<file path="src/rtl/axi4_lite_pkg.sv">
// Shared AXI4-Lite definitions: response encodings and the response type.
// Used by both the read and write slaves.
package axi4_lite_pkg;

  typedef logic [1:0] axil_resp_t;

  localparam axil_resp_t RESP_OKAY   = 2'b00;
  localparam axil_resp_t RESP_EXOKAY = 2'b01;
  localparam axil_resp_t RESP_SLVERR = 2'b10;
  localparam axil_resp_t RESP_DECERR = 2'b11;

endpackage

</file>
<file path="src/rtl/axil_resp_fifo.sv">
// Synchronous response FIFO. Head entry is presented combinationally on dout.
// Pointers carry one extra MSB so full and empty can be told apart when the
// index bits match.
module axil_resp_fifo #(
  parameter int WIDTH = 34,
  parameter int DEPTH = 4
) (
  input  logic             clk,
  input  logic             resetn,
  input  logic             push,
  input  logic             pop,
  input  logic [WIDTH-1:0] din,
  output logic [WIDTH-1:0] dout,
  output logic             full,
  output logic             empty
);

  localparam int PTR_W = $clog2(DEPTH);

  logic [PTR_W:0]   wr_ptr;
  logic [PTR_W:0]   rd_ptr;
  logic [WIDTH-1:0] mem [DEPTH];
  logic             do_push;
  logic             do_pop;

  assign empty   = (wr_ptr == rd_ptr);
  assign full    = (wr_ptr[PTR_W] != rd_ptr[PTR_W]) &&
                   (wr_ptr[PTR_W-1:0] == rd_ptr[PTR_W-1:0]);
  assign do_push = push && !full;
  assign do_pop  = pop && !empty;
  assign dout    = mem[rd_ptr[PTR_W-1:0]];

  // Pointer update; both pointers wrap naturally through the extra MSB.
  always_ff @(posedge clk or negedge resetn) begin
    if (!resetn) begin
      wr_ptr <= '0;
      rd_ptr <= '0;
    end else begin
      if (do_push) wr_ptr <= wr_ptr + 1'b1;
      if (do_pop)  rd_ptr <= rd_ptr + 1'b1;
    end
  end

  // Storage write; contents need no reset because empty masks them.
  always_ff @(posedge clk) begin
    if (do_push) mem[wr_ptr[PTR_W-1:0]] <= din;
  end

endmodule

</file>
<file path="src/rtl/axi4_lite_read_slave_pipe.sv">
// Pipelined AXI4-Lite read slave in front of a fixed-latency backend.
// Optional feature macro: AXIL_RD_ALIGN_CHECK_EN (misaligned in-range reads
// answer SLVERR without touching the backend).
//
// Handshake rule for both channels: a transfer happens on the rising edge
// where VALID and READY are both 1; the source holds VALID and its payload
// stable until that edge, and READY never depends combinationally on VALID.
//
// Data path per read: AR handshake -> issue stage (rd_en, tag stage 0) ->
// RD_LATENCY tag stages (last one lines up with rd_data) -> capture register
// -> response FIFO -> R channel. The credit counter spans the whole path, so
// the FIFO can never receive more entries than it holds.
module axi4_lite_read_slave_pipe
  import axi4_lite_pkg::*;
#(
  parameter int                    ADDR_WIDTH      = 32,
  parameter int                    DATA_WIDTH      = 32,
  parameter int                    RD_LATENCY      = 1,
  parameter int                    MAX_OUTSTANDING = 4,
  parameter logic [ADDR_WIDTH-1:0] ADDR_BASE       = '0,
  parameter logic [ADDR_WIDTH:0]   ADDR_SIZE       = 'h1000
) (
  input  logic                  clk,
  input  logic                  resetn,
  output logic                  rd_en,
  output logic [ADDR_WIDTH-1:0] rd_addr,
  input  logic [DATA_WIDTH-1:0] rd_data,
  input  logic [ADDR_WIDTH-1:0] AR_ADDR,
  input  logic                  AR_VALID,
  output logic                  AR_READY,
  output logic [DATA_WIDTH-1:0] R_DATA,
  output logic [1:0]            R_RESP,
  output logic                  R_VALID,
  input  logic                  R_READY
);

  localparam int CNT_W  = $clog2(MAX_OUTSTANDING + 1);
  localparam int FIFO_W = DATA_WIDTH + 2;

  logic                  ar_hs;
  logic                  r_hs;
  logic [CNT_W-1:0]      credit_cnt;
  logic [CNT_W-1:0]      credit_nxt;
  logic                  in_range;
  logic                  misaligned;
  axil_resp_t            ar_resp;
  logic                  issue;

  logic [RD_LATENCY:0]   pipe_v;
  axil_resp_t            pipe_resp [RD_LATENCY+1];

  logic                  cap_v;
  axil_resp_t            cap_resp;
  logic [DATA_WIDTH-1:0] cap_data;

  logic [FIFO_W-1:0]     fifo_dout;
  logic                  fifo_full;
  logic                  fifo_empty;

  assign ar_hs = AR_VALID && AR_READY;
  assign r_hs  = R_VALID && R_READY;

  // Credit bookkeeping: one credit per read from AR acceptance to R completion.
  always_comb begin
    credit_nxt = credit_cnt;
    case ({ar_hs, r_hs})
      2'b10:   credit_nxt = credit_cnt + CNT_W'(1);
      2'b01:   credit_nxt = credit_cnt - CNT_W'(1);
      default: credit_nxt = credit_cnt;
    endcase
  end

  // Address decode: range check first, then the optional alignment check.
  always_comb begin
    in_range = ({1'b0, AR_ADDR} >= {1'b0, ADDR_BASE}) &&
               ({1'b0, AR_ADDR} <  ({1'b0, ADDR_BASE} + ADDR_SIZE));
`ifdef AXIL_RD_ALIGN_CHECK_EN
    misaligned = |AR_ADDR[$clog2(DATA_WIDTH/8)-1:0];
`else
    misaligned = 1'b0;
`endif
    if (!in_range)       ar_resp = RESP_DECERR;
    else if (misaligned) ar_resp = RESP_SLVERR;
    else                 ar_resp = RESP_OKAY;
    issue = ar_hs && (ar_resp == RESP_OKAY);
  end

  // Credit counter and registered AR_READY derived from next-cycle credits.
  always_ff @(posedge clk or negedge resetn) begin
    if (!resetn) begin
      credit_cnt <= '0;
      AR_READY   <= 1'b0;
    end else begin
      credit_cnt <= credit_nxt;
      AR_READY   <= (credit_nxt < CNT_W'(MAX_OUTSTANDING));
    end
  end

  // Backend issue: strobe only for good reads; rd_addr holds otherwise.
  always_ff @(posedge clk or negedge resetn) begin
    if (!resetn) begin
      rd_en   <= 1'b0;
      rd_addr <= '0;
    end else begin
      rd_en <= issue;
      if (issue) rd_addr <= AR_ADDR;
    end
  end

  // Tag pipeline: every accepted read, error or not, travels in order.
  always_ff @(posedge clk or negedge resetn) begin
    if (!resetn) begin
      pipe_v <= '0;
      for (int i = 0; i <= RD_LATENCY; i++) pipe_resp[i] <= RESP_OKAY;
    end else begin
      pipe_v[0]    <= ar_hs;
      pipe_resp[0] <= ar_resp;
      for (int i = 1; i <= RD_LATENCY; i++) begin
        pipe_v[i]    <= pipe_v[i-1];
        pipe_resp[i] <= pipe_resp[i-1];
      end
    end
  end

  // Capture backend data alongside its tag; error responses carry zero data.
  always_ff @(posedge clk or negedge resetn) begin
    if (!resetn) begin
      cap_v    <= 1'b0;
      cap_resp <= RESP_OKAY;
      cap_data <= '0;
    end else begin
      cap_v    <= pipe_v[RD_LATENCY];
      cap_resp <= pipe_resp[RD_LATENCY];
      cap_data <= (pipe_resp[RD_LATENCY] == RESP_OKAY) ? rd_data : '0;
    end
  end

  axil_resp_fifo #(
    .WIDTH (FIFO_W),
    .DEPTH (MAX_OUTSTANDING)
  ) u_resp_fifo (
    .clk    (clk),
    .resetn (resetn),
    .push   (cap_v),
    .pop    (r_hs),
    .din    ({cap_resp, cap_data}),
    .dout   (fifo_dout),
    .full   (fifo_full),
    .empty  (fifo_empty)
  );

  assign R_VALID = !fifo_empty;
  assign R_DATA  = R_VALID ? fifo_dout[DATA_WIDTH-1:0] : '0;
  assign R_RESP  = R_VALID ? fifo_dout[DATA_WIDTH +: 2] : RESP_OKAY;

  // The credit limit must keep the FIFO from ever being pushed while full.
  a_no_overflow: assert property (@(posedge clk) disable iff (!resetn)
    !(cap_v && fifo_full && !r_hs));

  // Credits never exceed the FIFO depth.
  a_credit_bound: assert property (@(posedge clk) disable iff (!resetn)
    credit_cnt <= CNT_W'(MAX_OUTSTANDING));

endmodule

</file>
<file path="config.mk">
export PLATFORM = sky130hd
export DESIGN_NAME = axi4_lite_read_slave_pipe
export DESIGN_NICKNAME = d
export VERILOG_FILES = /design/src/rtl/axi4_lite_pkg.sv /design/src/rtl/axil_resp_fifo.sv /design/src/rtl/axi4_lite_read_slave_pipe.sv
export SDC_FILE = /design/constraint.sdc
export NUM_CORES = 1
export LEC_CHECK = 0
export BUFFER_PORTS_ARGS = -buffer_cell sky130_fd_sc_hd__buf_2
export CAP_MARGIN = 20
export CORE_MARGIN = 8
export CORE_UTILIZATION = 40
export DETAILED_ROUTE_END_ITERATION = 6
export GPL_TIMING_DRIVEN = 0
export PLACE_DENSITY = 0.65
export REMOVE_ABC_BUFFERS = 1
export SKIP_LAST_GASP = 1
export SLEW_MARGIN = 5
export SYNTH_ARGS = -nofsm -noshare
export SYNTH_HDL_FRONTEND = slang
export SYNTH_SLANG_ARGS = --single-unit
</file>
<file path="constraint.sdc">
create_clock -name clk -period 2.3 [get_ports clk]
set_input_delay 0.23 -clock clk [delete_from_list [all_inputs] [get_ports clk]]
set_output_delay 0.23 -clock clk [all_outputs]
set_load 0.02 [all_outputs]
</file>
==> qor.yml <==
fillers: 1504
rr_startpoint: "u_resp_fifo.rd_ptr[0]$_DFFE_PN0P_"
grt_max_degree: 47
layout_common_cells: "edfxtp_1 (132), buf_2 (125), dfrtp_1 (78), nor2b_1 (52), dlygate4sd3_1 (45)"
cts_tree: "built"
pin_count: 137
seq_area_frac_synth_pct: 76.31
postSynthCellCount: 406
dr_total_vias: 4275
antenna_cells: 0
min_period_over_period_pct: 101.5
clockRootBuffer: "clkbuf_16"
clk_latency_ns: 0.49
status: "finished, violations left"
yosys.cell_types.count: 25
startpoint: "u_resp_fifo.rd_ptr[0]$_DFFE_PN0P_"
design_area_sq_mm: 0.01060
ctsHtreeMaxLevel: 1
regArea_sq_mm: 0.006000
chipWidth_um: 156.1
synth_flop_cell: "edfxtp_1"
ys_async_sr_fraction_pct: 38.03
start_util_pct: 40.60
layout-drive-gt1-share_pct: 41.44
antenna_found_initial: 0
max_slew_margin_pct: 49.61
crit_type: "register to register"
grt_pass1_wl_um: 26470
violations: "negative setup slack"
wire_per_inst_um: 18.50
crit_fanout: 4
synth_warnings: 0
hold_violations: 0
avgSynthCellArea_sq_um: 19.34
rows: 51
drtIter0Drc: 220
yosys.area.top_type: "edfxtp_1"
multi_input_area_sq_mm: 0.001828
ant_nets: 0
slew_viol_final: 0
placed_area_sq_mm: 0.008975
total_power_mw: 13.56
final_common_cell: "edfxtp_1"
peakVddDrop_v: 0.0005778
post-route-min-period_ns: 2.334
crit_slowest_cell: "dfrtp_4"
numCtsBuffers: 22
setup_violations: 16
rsz0062_at_grt: "yes"
core_region_area_sq_mm: 0.01933
fmax_mhz: 428.4
finalClockSkew_ns: 0.01099
grt_use_total_pct: 13.99
tightest_slew_ns: 0.7559
die-area_sq_mm: 0.02436
grt_pass1_vias: 4813
cts_sinks: 213
clk_pin_slew_worst_paths_ns: 0.06
min_from: "R_READY"
routed_via_density: 4.739
cp-end-kind: "register"
routabilityCongestion: 0.6945
cpPeakStageDelay_ns: 0.51
yosys.area.top_type_share_pct: 50.49
leakage_nw: 4.395
overflow: 0
area_growth_syn_to_layout_pct: 35.08
die_h_um: 156.1
worstPathCellList: "buf_16 -> xnor2_4 -> nand3b_1 -> buf_8 -> and2_4 -> ha_4 -> fa_2 -> xnor2_1 -> nor2_1 -> xor2_1 -> inv_1"
wl_um: 16690
dp_hpwl_um: 10010
nets: 696
drc: 0
synth.cell_area_sq_mm: 0.007850
io_buffers: 136
final_util_pct: 54.84
fin_ws_ns: -0.03408
maxCapViolCount: 0
dr.pass1.iters: 4
critPathLaunchType: "register"
p_per_area_mw_per_mm2: 1279
synth-seq-cells: 213
cts.path.max_buffers: 3
crit_arrival_ns: 2.70
synth_edf_count: 132
dp_slack_ns: -1.198
required_ns: 2.67
synthTopCellsByArea: "edfxtp_1 (50%), dfrtp_1 (26%), mux4_2 (9.5%), nor2b_1 (4.1%), and2_1 (3.0%)"
hold_path_class: "input port to register"
[stage by stage]
stage	setup TNS [ns]	hold WS (ns)	cells
final	-0.1919	0.04565	902
after global routing	-5.587	0.03594	902
after CTS	-1.032	0.01597	901
after detailed placement	-46.92	0.2810	800
after global placement	-431.73	0.3319	789
after floorplan	-175.57	-0.06559	388
[layout make-up]
cell class	count	share of cell area, %
Clock buffer	29	5.841
Clock inverter	11	1.676
Inverter	5	0.1770
Multi-Input combinational cell	170	17.24
Sequential cell	213	56.58
Tap cell	265	3.127
Timing Repair Buffer	209	15.36
[kinds of logic after synthesis]
group	after synthesis	synth area share [%]
compound gates	2	0.1434
xor+xnor	10	1.116
fa+ha+maj	7	1.211
buf+inv	23	1.355
flops	213	76.31
mux	47	11.48
simple gates	104	8.384
[report_power, final]
part           switching [mW]  internal, mW  leakage (nW)
registers               0.182          4.56          2.30
clock network            1.39          2.45         0.391
logic                    2.47          2.50          1.70
total                    4.04          9.52          4.40
[synth_stat cells, drive strengths merged, types with 4 or more instances]
| master | number |
|---|---|
| xnor2 | 6 |
| dfrtp | 81 |
| mux4 | 33 |
| and2 | 38 |
| xor2 | 4 |
| edfxtp | 132 |
| inv | 5 |
| nand2 | 4 |
| buf | 9 |
| nor2b | 52 |
| mux2 | 14 |
| nor4 | 5 |
| ha | 6 |
| clkbuf | 9 |
[routing by layer]
| metal | share of wire [%] | vias to the layer above | GRT usage (%) | wire length (um) |
|---|---|---|---|---|
| met5 | 0 | - | 0 | 0 |
| met4 | 1.9 | 0 | 3.341 | 313 |
| met3 | 8.1 | 23 | 4.571 | 1358 |
| met2 | 49 | 150 | 23.53 | 8151 |
| met1 | 41 | 2177 | 17.21 | 6868 |
| li1 | - | 1925 | - | - |
[flip-flops by register name, indices dropped and copies added, names as in the netlist, named ones only]
| signal | count |
|---|---|
| cap_resp | 1 |
| rd_en | 1 |
| u_resp_fifo.rd_ptr | 3 |
| cap_data | 32 |
| AR_READY | 1 |
| pipe_v | 2 |
| credit_cnt | 2 |
| rd_addr | 32 |
| u_resp_fifo.wr_ptr | 3 |
| cap_v | 1 |
| u_resp_fifo.mem | 132 |
| pipe_resp | 2 |
[worst paths after layout]
path,cells past startpoint,slack (ns),endpoint
worst max register to register,11,-0.03,AR_READY$_DFF_PN0_
worst min register to register,0,0.35,pipe_resp[0]$_DFF_PN0_
max in group asynchronous,3,1.37,cap_data[0]$_DFF_PN0_
worst max-delay path,11,-0.03,AR_READY$_DFF_PN0_
worst min-delay path,3,0.05,u_resp_fifo.rd_ptr[2]$_DFFE_PN0P_
min in group asynchronous,2,0.30,rd_addr[27]$_DFFE_PN0P_
[critical path, delay by kind of cell, from the launching register on]
family                   cells  cell delay [ns]
AND/OR/NAND/NOR              3             0.41
buffers and inverters        3             0.37
adder cells (fa/ha/maj)      2             0.49
flip-flops                   1             0.51
XOR/XNOR                     3             0.44
[repair_timing]
| action | in CTS | in global routing |
|---|---|---|
| gates resized for setup | 29 | 14 |
| pin swaps | 7 | 4 |
| hold buffers | 45 | 0 |
| gates cloned | 3 | 1 |
| setup endpoints to repair | 175 | 112 |
| setup buffers | 13 | 0 |
| hold endpoints to repair | 89 | 0 |
(Power assumes the default switching activity.)
